`src/rtl/sha256_round_ctrl_if.sv`:
```
// ----------------------------------------------------------------------------
// sha256_round_ctrl_if : handshake and datapath-strobe bundle for sha256_round_ctrl
// rev 1.0
// ----------------------------------------------------------------------------
`default_nettype none

interface sha256_round_ctrl_if;
  logic       start;
  logic       first_blk;
  logic       last_blk;
  logic       abort;
  logic       ready;
  logic       busy;
  logic [3:0] word_addr;
  logic       word_rd;
  logic       sched_load;
  logic       sched_en;
  logic       round_en;
  logic [5:0] round_idx;
  logic       init_hash;
  logic       hash_update;
  logic       digest_valid;

  modport master (
    output start, first_blk, last_blk, abort,
    input  ready, busy, word_addr, word_rd, sched_load, sched_en,
           round_en, round_idx, init_hash, hash_update, digest_valid
  );

  modport slave (
    input  start, first_blk, last_blk, abort,
    output ready, busy, word_addr, word_rd, sched_load, sched_en,
           round_en, round_idx, init_hash, hash_update, digest_valid
  );
endinterface

`default_nettype wire

```
`src/rtl/sha256_round_ctrl.sv`:
```
// ----------------------------------------------------------------------------
// sha256_round_ctrl : sequences INIT / 64 rounds / UPDATE / DONE for one block
// rev 1.0
// ----------------------------------------------------------------------------
`default_nettype none

module sha256_round_ctrl (
  input  logic                  clk,
  input  logic                  rst,
  sha256_round_ctrl_if.slave    bus
);

  typedef enum logic [2:0] {
    IDLE   = 3'd0,
    INIT   = 3'd1,
    ROUND  = 3'd2,
    UPDATE = 3'd3,
    DONE   = 3'd4
  } state_t;

  localparam logic [6:0] LAST_ROUND = 7'd63;
  localparam logic [6:0] LOAD_WORDS = 7'd16;

  state_t     state;
  logic [6:0] cnt;
  logic       first_q;
  logic       last_q;

  // Round strobes are registered, so they are derived from the round index
  // the FSM is about to occupy rather than the one it is leaving.
  logic       enter_round;
  logic [6:0] next_t;

  always_comb begin
    enter_round = 1'b0;
    next_t      = 7'd0;
    if (!bus.abort) begin
      case (state)
        IDLE:    enter_round = bus.start && bus.ready && !bus.first_blk;
        INIT:    enter_round = 1'b1;
        ROUND: begin
          enter_round = (cnt != LAST_ROUND);
          next_t      = cnt + 7'd1;
        end
        default: enter_round = 1'b0;
      endcase
    end
  end

  always_ff @(posedge clk or negedge rst) begin
    if (!rst) begin
      state            <= IDLE;
      cnt              <= 7'd0;
      first_q          <= 1'b0;
      last_q           <= 1'b0;
      bus.ready        <= 1'b1;
      bus.busy         <= 1'b0;
      bus.word_addr    <= 4'd0;
      bus.word_rd      <= 1'b0;
      bus.sched_load   <= 1'b0;
      bus.sched_en     <= 1'b0;
      bus.round_en     <= 1'b0;
      bus.round_idx    <= 6'd0;
      bus.init_hash    <= 1'b0;
      bus.hash_update  <= 1'b0;
      bus.digest_valid <= 1'b0;
    end else begin
      bus.ready        <= 1'b0;
      bus.busy         <= 1'b0;
      bus.word_addr    <= 4'd0;
      bus.word_rd      <= 1'b0;
      bus.sched_load   <= 1'b0;
      bus.sched_en     <= 1'b0;
      bus.round_en     <= 1'b0;
      bus.round_idx    <= 6'd0;
      bus.init_hash    <= 1'b0;
      bus.hash_update  <= 1'b0;
      bus.digest_valid <= 1'b0;

      if (bus.abort) begin
        state     <= IDLE;
        cnt       <= 7'd0;
        bus.ready <= 1'b1;
      end else begin
        case (state)
          IDLE: begin
            if (bus.start && bus.ready) begin
              first_q  <= bus.first_blk;
              last_q   <= bus.last_blk;
              cnt      <= 7'd0;
              bus.busy <= 1'b1;
              if (bus.first_blk) begin
                state         <= INIT;
                bus.init_hash <= 1'b1;
              end else begin
                state <= ROUND;
              end
            end else begin
              bus.ready <= 1'b1;
            end
          end
          INIT: begin
            state    <= ROUND;
            cnt      <= 7'd0;
            bus.busy <= 1'b1;
          end
          ROUND: begin
            bus.busy <= 1'b1;
            if (cnt == LAST_ROUND) begin
              state           <= UPDATE;
              bus.hash_update <= 1'b1;
            end else begin
              cnt <= next_t;
            end
          end
          UPDATE: begin
            cnt <= 7'd0;
            if (last_q) begin
              state            <= DONE;
              bus.busy         <= 1'b1;
              bus.digest_valid <= 1'b1;
            end else begin
              state     <= IDLE;
              bus.ready <= 1'b1;
            end
          end
          DONE: begin
            state     <= IDLE;
            bus.ready <= 1'b1;
          end
          default: begin
            state     <= IDLE;
            bus.ready <= 1'b1;
          end
        endcase

        if (enter_round) begin
          bus.round_en  <= 1'b1;
          bus.sched_en  <= 1'b1;
          bus.round_idx <= next_t[5:0];
          if (next_t < LOAD_WORDS) begin
            bus.sched_load <= 1'b1;
            bus.word_rd    <= 1'b1;
            bus.word_addr  <= next_t[3:0];
          end
        end
      end
    end
  end

endmodule

`default_nettype wire

```
`src/flat_wrapper.sv`:
```
// flat-port wrapper written by rule: the top's interface ports become plain ports
module sha256_round_ctrl_flat 
  (clk, rst, bus_start, bus_first_blk, bus_last_blk, bus_abort, bus_ready, bus_busy, bus_word_addr, bus_word_rd, bus_sched_load, bus_sched_en, bus_round_en, bus_round_idx, bus_init_hash, bus_hash_update, bus_digest_valid);
  sha256_round_ctrl_if bus_i ();
  input  logic clk;
  input  logic rst;
  input wire logic [$bits(bus_i.start)-1:0] bus_start;
  input wire logic [$bits(bus_i.first_blk)-1:0] bus_first_blk;
  input wire logic [$bits(bus_i.last_blk)-1:0] bus_last_blk;
  input wire logic [$bits(bus_i.abort)-1:0] bus_abort;
  output wire logic [$bits(bus_i.ready)-1:0] bus_ready;
  output wire logic [$bits(bus_i.busy)-1:0] bus_busy;
  output wire logic [$bits(bus_i.word_addr)-1:0] bus_word_addr;
  output wire logic [$bits(bus_i.word_rd)-1:0] bus_word_rd;
  output wire logic [$bits(bus_i.sched_load)-1:0] bus_sched_load;
  output wire logic [$bits(bus_i.sched_en)-1:0] bus_sched_en;
  output wire logic [$bits(bus_i.round_en)-1:0] bus_round_en;
  output wire logic [$bits(bus_i.round_idx)-1:0] bus_round_idx;
  output wire logic [$bits(bus_i.init_hash)-1:0] bus_init_hash;
  output wire logic [$bits(bus_i.hash_update)-1:0] bus_hash_update;
  output wire logic [$bits(bus_i.digest_valid)-1:0] bus_digest_valid;
  assign bus_i.start = bus_start;
  assign bus_i.first_blk = bus_first_blk;
  assign bus_i.last_blk = bus_last_blk;
  assign bus_i.abort = bus_abort;
  assign bus_ready = bus_i.ready;
  assign bus_busy = bus_i.busy;
  assign bus_word_addr = bus_i.word_addr;
  assign bus_word_rd = bus_i.word_rd;
  assign bus_sched_load = bus_i.sched_load;
  assign bus_sched_en = bus_i.sched_en;
  assign bus_round_en = bus_i.round_en;
  assign bus_round_idx = bus_i.round_idx;
  assign bus_init_hash = bus_i.init_hash;
  assign bus_hash_update = bus_i.hash_update;
  assign bus_digest_valid = bus_i.digest_valid;
  sha256_round_ctrl u_core (.clk(clk), .rst(rst), .bus(bus_i));
endmodule
```
`config.mk`:
```
export PLATFORM = sky130hd
export DESIGN_NAME = sha256_round_ctrl_flat
export DESIGN_NICKNAME = d
export VERILOG_FILES = /design/src/rtl/sha256_round_ctrl_if.sv /design/src/rtl/sha256_round_ctrl.sv /design/src/flat_wrapper.sv
export SDC_FILE = /design/constraint.sdc
export NUM_CORES = 1
export LEC_CHECK = 0
export ABC_AREA = 0
export CORE_MARGIN = 3
export CORE_UTILIZATION = 50
export DETAILED_ROUTE_END_ITERATION = 10
export GPL_TIMING_DRIVEN = 0
export PLACE_DENSITY = 0.76
export SETUP_SLACK_MARGIN = 0.4
export SLEW_MARGIN = 10
export SYNTH_ARGS = -nofsm -noshare
export SYNTH_HDL_FRONTEND = slang
export SYNTH_SLANG_ARGS = --single-unit
```
`constraint.sdc`:
```
create_clock -name clk -period 3.6 [get_ports clk]
set_input_delay 0.72 -clock clk [delete_from_list [all_inputs] [get_ports clk]]
set_output_delay 0.72 -clock clk [all_outputs]
set_load 0.005 [all_outputs]
```
==> results.yml <==
timing:
  period_share: 0.593
  max_slew_margin: 0.622
  timing.final.hold_violations: 0
  worst_slew_pin_slew_ps: 567
  unrepaired_setup_endpoints_after_global_routing: "false"
  setup_violations: 0
  final.setup.worst_slack_ps: 1460
  worst_setup_skew_after_layout_ps: 13.2
  fin_tns_setup_ps: 0
  report.final.slew_viol_count: 0
  fmax_ghz: 0.468
  post_layout_minimum_cycle_time_ps: 2140
pwr:
  ir_drop_mv: 0.235
  total_leakage_power_nw: 0.683
  total_power_divided_by_cell_area_nw_per_um2: 369
routing:
  drtIter0Drc: 13
  wirelength_mm: 2.18
  routed-via-count: 883
  detail_route.wl_per_cell_um: 13.4
  drc_errors: 0
  dr.pass1.iters: 4
  viasPerCell: 5.42
  route.antenna.remaining_nets: 0
clock_tree:
  clk_transition_reported_paths_ps: 150
  clock_insertion_delay_worst_skew_ps: 320
  cts_setup_buffers: 0
  hold_buffers: 0
  h-tree-depth: 1
  tritoncts: "done"
  cts.root.buffer_cell: "sky130_fd_sc_hd__clkbuf_4"
  clockBufferDepth: 2
  cts-buffers-inserted: 3
  cts_resized: 0
  cts_num_sinks: 28
setup_path:
  critical_path.cell_chain: "clkdlybuf4s50_1"
  end_kind: "primary output"
  cp_slowest_stage_delay_ps: 580
  crit_path_top_delay_cell: "sky130_fd_sc_hd__dfstp_2"
  critical_path_buf_inv_count: 1
  cp_arrival_ps: 1420
  worst-path-max-fanout: 4
  path_delay_family: "flip-flops"
  cp-start-kind: "register"
  crit_required_ps: 2880
  timing.setup.critical_path_class: "register to primary output"
global_routing:
  grt_first_pass_wirelength_mm: 3.99
  antenna_found_initial: 0
  first_global_vias: 887
  grt_ovf: 0
  globalRouteTotalUtil: 0.162
  grt_start_max_net_pins: 29
placement:
  place_congestion: 0.856
  pre_cts_ws_ps: 1270
  hpwl_mm: 1.62
  io_buffers: 24
cells_and_area:
  antenna_cells_inserted: 0
  areaGrowthSynthToFinish_pct: 25.2
  final_nets: 143
  final_layout_size_suffix_gt1_frac: 0.141
synthesis:
  synth-edff-count: 0
  ys_top_cells_by_area: "sky130_fd_sc_hd__dfrtp_1 (56%), sky130_fd_sc_hd__inv_1 (2.8%), sky130_fd_sc_hd__nor2_1 (2.8%), sky130_fd_sc_hd__nor3_1 (2.5%), sky130_fd_sc_hd__dfstp_2 (2.2%)"
  post-synth-top-area-cell: "sky130_fd_sc_hd__dfrtp_1"
  synthesis.instances: 107
  synth_top_area_frac: 0.556
  ys.flop_type: "sky130_fd_sc_hd__dfrtp_1"
  postSynth.asyncResetShare: 1.00
  post_synth.cell_area_avg_um2: 11.4
  synth.net_count: 114
  post_synth_num_cell_types: 36
  synth_seq_cells: 28
  post_synth_instance_area_um2: 1210
  most_numerous_cell_in_the_yosys_netlist: "sky130_fd_sc_hd__dfrtp_1"
  synthesis.yosys.warnings: 0
  synth_commonest_cells: "sky130_fd_sc_hd__dfrtp_1 (27), sky130_fd_sc_hd__inv_1 (9), sky130_fd_sc_hd__nor2_1 (9), sky130_fd_sc_hd__nor3_1 (6)"
  synth_seq_area_share: 0.578
flow_run:
  cap_violations: 0
floorplan:
  floorplan.die.height_um: 55.3
  design.die.area_um2: 3060
  die_w_um: 55.3
  row_count: 17
  core_area_um2: 2250
  initial_core_util: 0.539
  io_pins: 25
outcome:
  outcome: "complete, no violations"
worst_hold_path:
  min_path_type: "input port to async pin"
## registers in the layout, indices dropped and copies added (netlist names)
register	cells
u_core.state	3
u_core.cnt	7
u_core.bus.sched_en	1
u_core.bus.word_rd	1
u_core.bus.word_addr	4
u_core.bus.digest_valid	1
u_core.bus.round_idx	6
u_core.bus.busy	1
u_core.last_q	1
u_core.bus.init_hash	1
u_core.bus.ready	1
u_core.bus.hash_update	1
## final cells by class
type | instances | area, µm²
Timing Repair Buffer | 24 | 235
Multi-Input combinational cell | 66 | 453
Clock buffer | 4 | 36.3
Buffer | 4 | 26.3
Sequential cell | 28 | 702
Inverter | 9 | 33.8
Tap cell | 28 | 35.0
Fill cell | 193 | 733
## final timing paths
kind | endpoint | cells after the start | slack (ps) | startpoint
setup / recovery | bus_ready | 1 | 1460 | u_core.bus.ready
setup reg to reg | u_core.bus.word_rd | 5 | 1790 | u_core.cnt[0]
hold reg to reg | u_core.cnt[6] | 2 | 580 | u_core.cnt[6]
min in group clk | u_core.cnt[6] | 2 | 580 | u_core.cnt[6]
max in group asynchronous | u_core.cnt[0] | 1 | 2850 | rst
hold / removal | u_core.state[1] | 1 | 360 | rst
## routing by layer
layer	routed length [µm]	vias to the layer above	track usage
li1	-	425	-
met1	958	429	0.227
met2	1080	25	0.255
met3	114	4	0.0257
met4	26	0	0.0590
met5	0	-	0
## cells in the final DEF (no fill, tap or decap), drive strengths merged, types with 2 or more instances in the layout
cell / synthesis / layout
and4: 2 / 2
clkbuf: 1 / 5
a21oi: 4 / 4
clkdlybuf4s50: 0 / 23
nand2: 5 / 5
xor2: 2 / 2
nor3: 6 / 6
xnor2: 2 / 2
o32ai: 3 / 3
nand3: 4 / 4
nor2: 9 / 9
or2: 2 / 2
inv: 9 / 9
dfrtp: 27 / 27
nand2b: 3 / 3
o21ai: 6 / 6
buf: 3 / 4
or3: 3 / 3
## where the power goes
| part | switching [mW] | internal [mW] |
|---|---|---|
| registers | 0.0101 | 0.328 |
| clock network | 0.0869 | 0.0618 |
| logic | 0.0346 | 0.0396 |
## cell families (layout without fill, tap and decap cells)
| family | Yosys count | after routing | synth area share |
|---|---|---|---|
| mux | 1 | 1 | 0.00927 |
| compound gates | 20 | 20 | 0.122 |
| xor+xnor | 4 | 4 | 0.0288 |
| buf+inv | 13 | 41 | 0.0494 |
| flops | 28 | 28 | 0.578 |
| simple gates | 40 | 40 | 0.203 |
| fa+ha+maj | 1 | 1 | 0.0103 |
## stage by stage
stage          power, mW  hold slack (ps)  instances   util  instance area, µm²
6_report           0.561              359        163  0.675                1520
5_1_grt            0.590              399        163  0.675                1520
4_1_cts            0.564              583        163  0.677                1530
3_5_place_dp       0.420              564        159  0.661                1490
3_3_place_gp       0.418              538        159  0.661                1490
2_1_floorplan      0.380              424        107      -                1210
No activity file was read; power rests on OpenSTA's default activity.
